==> src/rtl/cpu_dbg_pkg.sv <==
// ============================================================================
// Module : cpu_dbg_pkg
// Brief  : Shared types and helpers for the CPU bring-up run controller.
// Rev    : 1.0
// ============================================================================
`default_nettype none

package cpu_dbg_pkg;

    typedef enum logic [2:0] {
        IDLE  = 3'd0,
        RESET = 3'd1,
        RUN   = 3'd2,
        DUMP  = 3'd3,
        DONE  = 3'd4
    } run_state_t;

    localparam int WORD_BYTES = 4;
    localparam int CHK_MAX_W  = 64;

    // Checksum combine step; callers truncate the result to their word width.
    function automatic logic [CHK_MAX_W-1:0] chk_add(
        input logic [CHK_MAX_W-1:0] i_acc,
        input logic [CHK_MAX_W-1:0] i_word
    );
        return i_acc + i_word;
    endfunction

endpackage

`default_nettype wire

==> src/rtl/mem_window_scanner.sv <==
// ============================================================================
// Module : mem_window_scanner
// Brief  : Strobes a data-memory window word by word and sums the returned data.
// Rev    : 1.0
// ============================================================================
`default_nettype none

module mem_window_scanner
    import cpu_dbg_pkg::*;
#(
    parameter int                ADDR_W     = 32,
    parameter int                DATA_W     = 32,
    parameter logic [ADDR_W-1:0] DUMP_BASE  = '0,
    parameter int                DUMP_WORDS = 16
) (
    input  logic              clk,
    input  logic              rst_n,
    input  logic              i_clr,
    input  logic              i_go,
    input  logic [DATA_W-1:0] i_rdata,
    output logic              o_rd_en,
    output logic [ADDR_W-1:0] o_addr,
    output logic [DATA_W-1:0] o_sum,
    output logic              o_busy,
    output logic              o_last
);

    localparam int             IDX_W      = (DUMP_WORDS > 1) ? $clog2(DUMP_WORDS) : 1;
    localparam logic [IDX_W-1:0] c_last_idx = IDX_W'(DUMP_WORDS - 1);

    logic              r_rd_en;
    logic              r_vld;
    logic [ADDR_W-1:0] r_addr;
    logic [IDX_W-1:0]  r_idx;
    logic [DATA_W-1:0] r_sum;

    always_ff @(posedge clk or negedge rst_n) begin
        if (!rst_n) begin
            r_rd_en <= 1'b0;
            r_vld   <= 1'b0;
            r_addr  <= '0;
            r_idx   <= '0;
            r_sum   <= '0;
        end else begin
            // Read data returns one cycle after its strobe.
            r_vld <= r_rd_en;
            if (i_clr) begin
                r_sum <= '0;
            end else if (r_vld) begin
                r_sum <= DATA_W'(chk_add(CHK_MAX_W'(r_sum), CHK_MAX_W'(i_rdata)));
            end

            if (i_go) begin
                r_rd_en <= 1'b1;
                r_addr  <= DUMP_BASE;
                r_idx   <= '0;
            end else if (r_rd_en) begin
                if (r_idx == c_last_idx) begin
                    r_rd_en <= 1'b0;
                end else begin
                    r_addr <= r_addr + ADDR_W'(WORD_BYTES);
                    r_idx  <= r_idx + 1'b1;
                end
            end
        end
    end

    assign o_rd_en = r_rd_en;
    assign o_addr  = r_addr;
    assign o_sum   = r_sum;
    assign o_busy  = r_rd_en | r_vld;
    assign o_last  = r_vld & ~r_rd_en;

endmodule

`default_nettype wire

==> src/rtl/cpu_run_ctrl.sv <==
// ============================================================================
// Module : cpu_run_ctrl
// Brief  : Sequences CPU reset, gates its run until halt/timeout, then checksums memory.
// Rev    : 1.0
// ============================================================================
`default_nettype none

module cpu_run_ctrl
    import cpu_dbg_pkg::*;
#(
    parameter int                ADDR_W       = 32,
    parameter int                DATA_W       = 32,
    parameter int                RESET_CYCLES = 4,
    parameter int                HALT_STABLE  = 8,
    parameter longint unsigned   MAX_CYCLES   = 500,
    parameter logic [ADDR_W-1:0] DUMP_BASE    = '0,
    parameter int                DUMP_WORDS   = 16
) (
    input  logic              clk,
    input  logic              rst_n,
    input  logic              i_start,
    input  logic [ADDR_W-1:0] i_pc,
    output logic              o_cpu_rst_n,
    output logic              o_cpu_run,
    output logic              o_mem_rd_en,
    output logic [ADDR_W-1:0] o_mem_addr,
    input  logic [DATA_W-1:0] i_mem_rdata,
    output logic [31:0]       o_cycle_count,
    output logic [DATA_W-1:0] o_checksum,
    output logic              o_busy,
    output logic              o_done,
    output logic              o_timeout
);

    generate
        if (RESET_CYCLES < 1 || HALT_STABLE < 2 || MAX_CYCLES < 1 ||
            MAX_CYCLES >= 64'h1_0000_0000 || DUMP_WORDS < 1 || DATA_W > CHK_MAX_W) begin : g_param_check
            $error("cpu_run_ctrl: illegal parameter combination");
        end
    endgenerate

    localparam int               RST_W      = $clog2(RESET_CYCLES + 1);
    localparam int               STB_W      = $clog2(HALT_STABLE + 1);
    localparam logic [RST_W-1:0] c_rst_last = RST_W'(RESET_CYCLES - 1);
    localparam logic [STB_W-1:0] c_halt_at  = STB_W'(HALT_STABLE - 1);
    localparam logic [31:0]      c_cyc_last = 32'(MAX_CYCLES - 1);

    run_state_t        r_state;
    run_state_t        w_state_next;
    logic [RST_W-1:0]  r_rst_cnt;
    logic [STB_W-1:0]  r_stab;
    logic [STB_W-1:0]  w_stab_next;
    logic [ADDR_W-1:0] r_prev_pc;
    logic [31:0]       r_cycle_count;
    logic              r_timeout;
    logic              w_accept;
    logic              w_go;
    logic              w_halt;
    logic              w_tmo;
    logic              w_scan_busy;
    logic              w_scan_last;

    always_ff @(posedge clk or negedge rst_n) begin
        if (!rst_n) begin
            r_state <= IDLE;
        end else begin
            r_state <= w_state_next;
        end
    end

    always_comb begin
        w_state_next = r_state;
        w_accept     = 1'b0;
        w_go         = 1'b0;
        w_halt       = 1'b0;
        w_tmo        = 1'b0;
        w_stab_next  = '0;
        if (i_pc == r_prev_pc) begin
            w_stab_next = (r_stab == c_halt_at) ? r_stab : r_stab + 1'b1;
        end

        case (r_state)
            IDLE, DONE: begin
                if (i_start) begin
                    w_accept     = 1'b1;
                    w_state_next = RESET;
                end
            end
            RESET: begin
                if (r_rst_cnt == c_rst_last) begin
                    w_state_next = RUN;
                end
            end
            RUN: begin
                w_halt = (w_stab_next == c_halt_at);
                w_tmo  = (r_cycle_count == c_cyc_last);
                if ((w_halt || w_tmo) && !w_scan_busy) begin
                    w_go         = 1'b1;
                    w_state_next = DUMP;
                end
            end
            DUMP: begin
                if (w_scan_last) begin
                    w_state_next = DONE;
                end
            end
            default: w_state_next = IDLE;
        endcase

        o_cpu_run   = (r_state == RUN);
        o_cpu_rst_n = (r_state == RUN) || (r_state == DUMP) || (r_state == DONE);
        o_busy      = (r_state == RESET) || (r_state == RUN) || (r_state == DUMP);
        o_done      = (r_state == DONE);
    end

    always_ff @(posedge clk or negedge rst_n) begin
        if (!rst_n) begin
            r_rst_cnt     <= '0;
            r_stab        <= '0;
            r_prev_pc     <= '0;
            r_cycle_count <= '0;
            r_timeout     <= 1'b0;
        end else begin
            r_prev_pc <= i_pc;
            if (w_accept) begin
                r_rst_cnt     <= '0;
                r_stab        <= '0;
                r_cycle_count <= '0;
                r_timeout     <= 1'b0;
            end else begin
                if (r_state == RESET) begin
                    r_rst_cnt <= r_rst_cnt + 1'b1;
                end
                // Stability only counts while the CPU is running; a held PC in reset is not a halt.
                if (r_state == RUN) begin
                    r_stab <= w_stab_next;
                    if (r_cycle_count != '1) begin
                        r_cycle_count <= r_cycle_count + 32'd1;
                    end
                    if (w_go) begin
                        r_timeout <= w_tmo & ~w_halt;
                    end
                end
            end
        end
    end

    mem_window_scanner #(
        .ADDR_W     (ADDR_W),
        .DATA_W     (DATA_W),
        .DUMP_BASE  (DUMP_BASE),
        .DUMP_WORDS (DUMP_WORDS)
    ) u_scanner (
        .clk     (clk),
        .rst_n   (rst_n),
        .i_clr   (w_accept),
        .i_go    (w_go),
        .i_rdata (i_mem_rdata),
        .o_rd_en (o_mem_rd_en),
        .o_addr  (o_mem_addr),
        .o_sum   (o_checksum),
        .o_busy  (w_scan_busy),
        .o_last  (w_scan_last)
    );

    assign o_cycle_count = r_cycle_count;
    assign o_timeout     = r_timeout;

endmodule

`default_nettype wire

==> config.mk <==
export PLATFORM = sky130hd
export DESIGN_NAME = cpu_run_ctrl
export DESIGN_NICKNAME = d
export VERILOG_FILES = /design/src/rtl/cpu_dbg_pkg.sv /design/src/rtl/mem_window_scanner.sv /design/src/rtl/cpu_run_ctrl.sv
export SDC_FILE = /design/constraint.sdc
export NUM_CORES = 1
export LEC_CHECK = 0
export ABC_AREA = 1
export BUFFER_PORTS_ARGS = -buffer_cell sky130_fd_sc_hd__buf_2
export CAP_MARGIN = 25
export CORE_MARGIN = 3
export CORE_UTILIZATION = 57
export CTS_CLUSTER_DIAMETER = 120
export DETAILED_ROUTE_END_ITERATION = 10
export HOLD_SLACK_MARGIN = 0.12
export PLACE_DENSITY = 0.78
export SYNTH_ARGS = -nofsm -noshare
export SYNTH_HDL_FRONTEND = slang
export SYNTH_SLANG_ARGS = --single-unit
==> constraint.sdc <==
create_clock -name clk -period 2.22 [get_ports clk]
set_input_delay 0.444 -clock clk [delete_from_list [all_inputs] [get_ports clk]]
set_output_delay 0.444 -clock clk [all_outputs]
set_load 0.02 [all_outputs]
==> results of run 1 <==
## power by group
part           internal, uW  switching (uW)  leakage, uW  total, uW
Clock                  1820            1190     0.000300       3010
Combinational           682            1400      0.00354       2080
Sequential             2800             259      0.00187       3060
## routing by layer
metal / track usage (%) / up-vias
met4: 10.05 / 0
met5: 0 / -
met1: 36.28 / 4249
li1: - / 4439
met2: 43.62 / 392
met3: 7.148 / 61
## cells in the mapped netlist (all sizes together) (3+ instances only)
| cell type | count |
|---|---|
| a22o | 3 |
| nand4 | 22 |
| nand3b | 11 |
| xor2 | 25 |
| xnor2 | 26 |
| nand3 | 61 |
| a21oi | 73 |
| buf | 15 |
| nor4 | 8 |
| o211ai | 3 |
| o31ai | 22 |
| ha | 37 |
| nor3 | 48 |
| dfrtp | 143 |
| inv | 158 |
| o21ai | 85 |
| clkbuf | 6 |
| nor2 | 118 |
| o21a | 5 |
| nand2 | 329 |
| or2 | 7 |
## cells by family (layout without fill, tap and decap cells)
group / Yosys count / after routing / share of synthesized area, %
buf+inv: 181 / 399 / 7.942
xor+xnor: 51 / 51 / 4.855
flops: 143 / 143 / 38.90
fa+ha+maj: 38 / 38 / 5.250
other cells: 1 / 2 / 0.04076
simple gates: 606 / 607 / 29.61
compound gates: 202 / 202 / 13.41
## worst reg2reg max path, delay by kind of cell, from the launching register on
| kind | cells | cell delay [ps] |
|---|---|---|
| adder cells (fa/ha/maj) | 1 | 330 |
| AND/OR/NAND/NOR | 9 | 840 |
| flip-flops | 1 | 410 |
| buffers and inverters | 1 | 60 |
| AO/OA/AOI/OAI | 2 | 360 |
## registers in the layout (all words and copies together) (netlist names)
| name | count |
|---|---|
| r_rst_cnt | 3 |
| o_cycle_count | 32 |
| u_scanner.r_idx | 4 |
| u_scanner.o_sum | 32 |
| u_scanner.r_vld | 1 |
| r_state | 3 |
| o_timeout | 1 |
| r_prev_pc | 32 |
| u_scanner.o_rd_en | 1 |
| u_scanner.o_addr | 30 |
| r_stab | 4 |
## path summary, 6_finish.rpt
| kind | from | endpoint | slack (ps) | cells past startpoint |
|---|---|---|---|---|
| max | u_scanner.o_sum[2] | u_scanner.o_sum[21] | 140 | 13 |
| min | i_pc[5] | r_prev_pc[5] | 140 | 1 |
| max reg2reg | u_scanner.o_sum[2] | u_scanner.o_sum[21] | 140 | 13 |
| min reg2reg | u_scanner.o_sum[19] | u_scanner.o_sum[19] | 510 | 2 |
| max in group asynchronous | rst_n | r_stab[0] | 1080 | 3 |
| min in group asynchronous | rst_n | u_scanner.o_sum[27] | 520 | 2 |
## final cells by class
class	instances	area, um2
Clock buffer	18	439.2
Inverter	160	605.6
Tap cell	211	264.0
Fill cell	1270	4214
Clock inverter	14	178.9
Sequential cell	143	3580
Multi-Input combinational cell	900	4967
Timing Repair Buffer	207	1235
## stage by stage
step           hold WS (ps)  total power [uW]
2_1_floorplan         148.4              4512
4_1_cts               133.3              8190
6_report              142.1              8147
3_3_place_gp          413.5              5098
3_5_place_dp          410.5              5157
5_1_grt               131.0              8559
## what timing repair did
action,4_1_cts,5_1_grt
endpoints found under the setup margin,0,43
endpoints found under the hold margin,40,0
resized for setup,0,24
buffers inserted,0,5
hold buffers,1,0
==> metrics, run 1 <==
Synth cell types 51; CTS Buffer Depth 2; PD cells a little over 700 mW/mm2; CP Cell Sequence ha_1, a21oi_1, nand2_1, a21oi_1, inv_1, nand2_1, nand2_1, nand2_1, nand2_2, nand2_1, nand3b_1, nand3_1, nand2_1; startpoint type of the worst setup path register; synth top area cells dfrtp_1 (39%), nand2_1 (13%), inv_1 (6.0%); Slew @ Worst Pin 566.5 ps; Worst-path clk slew 60 ps; global-route wire length before repair 39,940 um; Async SR Flop Fraction between 90% and 100%; Post-DP HPWL 18,410 um; WS Path Type reg -> reg; RD Place Congestion ~0.95; synthesized flop and latch total 143; CP max FO 4; Final Skew 11.26 ps; Top delay family on crit path simple AND/OR/NAND/NOR gates; Hold Crit Class in -> reg; Crit path buffers/inverters 1; row cnt 45; DRC viols 0; vias per cell 5.530; H-tree levels 4; DRT iter0 DRCs about 740; routed via count between 9k and 10k; placed cells 1,613; CP max stage delay 410 ps; IO Count 169; number of detailed-route iterations in the first pass 7; Crit path top cell by count nand2_1; Die ar. 0.01770 mm2; diodes inserted 0; initial core utilization 59.42%; most common cell after layout, fill and taps aside nand2_1; crit end category register; DIE HEIGHT between 100 and 150 um; Worst EP required 2530 ps; Min Clock Period, post-route roughly 2100 ps; cell taking the most area after synthesis dfrtp_1; Post-Route Setup TNS 0 ps; CTS tree done; Yosys top cell area share between 30% and 40%; Max Used Layer met4; Final period util a little over nine tenths; chip width around 130 um; Avg Cell Area, Syn between 7 and 8 um2; CTS buffer count 17; Post-synth EDFFs 0; synthesized instance count 1,222; DP Area 0.01050 mm2; met2 wire length 11,350 um; CTS Root Cell clkbuf_16; Slew HR 62.19%; vias in the first global route 8,476; Hold Vio Cnt, Final 0; clock sinks between 100 and 150; Pleak 0.005710 uW; Setup Viol. Count Final 0; largest net degree at the start of global routing 45; PortBufs ~170; max_cap viols 0; final cell count without fillers 1,653; slowest stage cell, crit path dfrtp_1; share of layout cells above drive strength 1 22.95%; Area growth syn-to-layout 22.49%; crit path DAT 2400 ps; Max VDD drop 0.0005936 V; Final WS setup 137.8 ps; fin. max-slew vios 0; Fmax 480.3 MHz; unrepaired setup endpoints after global routing false; most frequent cells in the layout nand2_1 (318), buf_2 (165), inv_1 (146); Post-Syn Area roughly 0.0092 mm2; Synth Flop Type dfrtp_1; fin util 72.78%; Synth warnings 0; antenna violations before repair 0; worst skew pair latency 430 ps; fin area 0.01127 mm2; Antenna Violating Nets Remaining 0; Detailed Route WL approximately 25,000 um; GRT Resource Usage Total 27.44%; sequential fraction of the synthesis area 38.90%; Layout Nets 1,534; Routed met1 length 10,640 um; outcome finished, final reports clean; GR Overflow Total 0; pre-CTS setup slack -30.21 ps; metal3 WL 1962 um; Core ar. 0.01548 mm2; per-cell routed wire length 14.92 um
Note: power is estimated with default switching activity, not from simulation.
==> run 2: changes to the inputs <==
--- a/config.mk
+++ b/config.mk
@@ -13,7 +13,7 @@
 export CTS_CLUSTER_DIAMETER = 120
 export DETAILED_ROUTE_END_ITERATION = 10
 export HOLD_SLACK_MARGIN = 0.12
-export PLACE_DENSITY = 0.78
+export PLACE_DENSITY = 0.9
 export SYNTH_ARGS = -nofsm -noshare
 export SYNTH_HDL_FRONTEND = slang
 export SYNTH_SLANG_ARGS = --single-unit
==> metrics, run 2 (synthesis gave the netlist of run 1 again) <==
crit path DAT 2430 ps (+30 ps); Min-Delay Path Depth 1 (unchanged); IO Count 169 (unchanged); Worst EP required 2540 ps (about the same); H-tree levels 4 (unchanged); vias per cell 5.587 (+1.0%); fin area 0.01126 mm2 (about the same); Final Skew 9.514 ps (-1.742 ps); CTS tree done; Routed met1 length 10,730 um (+0.85%); combinational power share 25.7% (+0.2 points); per-cell routed wire length 15.55 um (+4.3%); Hold Crit Class in -> reg; Detailed Route WL 25,630 um (+3.9%); Setup Viol. Count Final 0 (unchanged); outcome finished, final reports clean; startpoint type of the worst setup path register; clock sinks 143 (unchanged); most frequent cells in the layout nand2_1 (316), buf_2 (165), inv_1 (146); initial core utilization 59.42% (unchanged); R2R setup slack 110 ps (-30 ps); Hold Startpoint i_pc[27]; most common cell after layout, fill and taps aside nand2_1; GRT Resource Usage Total 28.67% (+1.2 points); share of layout cells above drive strength 1 23.17% (+0.22 points); routed via count 9,207 (+0.72%); Internal 5360 uW (+1.0%); worst skew pair latency 430 ps (about the same); Fmax 473.3 MHz (-1.4%); Layout Nets 1,529 (-0.33%); antenna violations before repair 0 (unchanged); Max Used Layer met4; fin. max-slew vios 0 (unchanged); Final period util 95.17% (+1.4 points); FF-to-FF End u_scanner.o_addr[3]; Post-DP HPWL 18,800 um (+2.1%); global-route wire length before repair 41,630 um (+4.2%); RD Place Congestion 0.9709 (+2.0%); Core ar. 0.01548 mm2 (unchanged); Die ar. 0.01770 mm2 (unchanged); Worst-path clk slew 60 ps (about the same); met2 wire length 12,020 um (+5.9%); Min Clock Period, post-route 2113 ps (+30.60 ps); CTS buffer count 17 (unchanged); crit end category register; reg2reg start r_stab[0]; NetSw 2841 uW (about the same); number of detailed-route iterations in the first pass 5 (-2); clock share of power 37.0% (about the same); CTS Buffer Depth 2 (unchanged); diodes inserted 0 (unchanged); hold path endpoint r_prev_pc[27]; vias in the first global route 8,830 (+4.2%); Final WS setup 107.2 ps (-30.60 ps); Antenna Violating Nets Remaining 0 (unchanged); R2R cell count 13 (unchanged); GR Overflow Total 0 (unchanged); CP max FO 10 (+6); pre-CTS setup slack -32.18 ps (-1.973 ps); fin util 72.74% (about the same); PD cells 728.0 mW/mm2 (+0.70%); Hold Vio Cnt, Final 0 (unchanged); DRT iter0 DRCs 717 (-3.6%); row cnt 45 (unchanged); Slew @ Worst Pin 633.1 ps (+66.61 ps); Max VDD drop 0.0006642 V (+12%); largest net degree at the start of global routing 53 (+18%); DIE HEIGHT 133.0 um (unchanged); PortBufs 166 (unchanged); CTS Root Cell clkbuf_16; DP Area 0.01047 mm2 (-0.31%); switching share of power 34.64% (-0.25 points); Pleak 0.005720 uW (+0.17%); power share of the sequential group 37.3% (-0.3 points); Slew HR 57.75% (-4.4 points); max_cap viols 0 (unchanged); chip width 133.0 um (unchanged); WS Path Type reg -> reg; DRC viols 0 (unchanged); Area growth syn-to-layout 22.43% (about the same); metal3 WL 2210 um (+13%)
## run 2: cell count changes in the layout (fill, tap and decap cells not counted), sizes merged
cell and delta:
clkinv +1, clkbuf +2, nand3 -1, buf -3
inv -4
## run 2: critical path: stages, from the launching register on
cell and delay, ps:
dfrtp_2 400, ha_1 170, nand2_1 50, inv_1 90, nor2_1 60, o21ai_1 250
nand2_1 130, nor2_2 150, nand3_1 110, nand2_2 110, nand3_4 130, buf_4 210
o211ai_1 80, inv_1 50
## run 2: timing repair
action / in CTS / in global routing
hold buffers: 1 / 0
setup buffers: 0 / 3
resized for setup: 0 / 34
hold endpoints to repair: 41 / 0
setup endpoints to repair: 0 / 59
## run 2: worst max path at each step
stage | from | endpoint | slack (ps) | cells past startpoint
2_1_floorplan | u_scanner.o_sum[0] | u_scanner.o_sum[30] | 110 | 11
3_3_place_gp | i_mem_rdata[0] | u_scanner.o_sum[28] | 20 | 12
3_5_place_dp | i_mem_rdata[0] | u_scanner.o_sum[16] | -30 | 14
4_1_cts | u_scanner.r_idx[0] | u_scanner.o_addr[18] | 30 | 10
5_1_grt | r_stab[0] | u_scanner.o_addr[3] | -80 | 13
6_report | r_stab[0] | u_scanner.o_addr[3] | 110 | 13
## run 2: layer usage
layer	vias to the layer above	track usage (%)
li1	4411	-
met1	4294	37.95
met2	436	46.22
met3	66	6.540
met4	0	10.51
met5	-	0
## run 2: area by class of cell
cell class	count	area [um2]
clock buffers	21	470.5
clock inverters	11	153.9
inverters	160	605.6
repair buffers	203	1162
well taps	211	264.0
fillers	1202	4220
flip-flops and latches	143	3580
multi-input cells	899	5027
## run 2: power groups by stage
stage          sequential [uW]  clock [uW]  combinational, uW
2_1_floorplan             3190           0               1320
3_3_place_gp              3080           0               2000
3_5_place_dp              3100           0               2050
4_1_cts                   3050        3060               2080
5_1_grt                   3090        3180               2310
6_report                  3060        3030               2110
## run 2: metrics by stage
stage	TNS [ps]	cells	power [uW]	hold WS (ps)
global route	-1239	1648	8572	133.8
CTS	0	1645	8197	132.8
floorplan	0	1223	4512	148.4
finish	0	1648	8200	142.3
detailed placement	-99.66	1612	5146	404.2
global placement	0	1612	5076	403.2
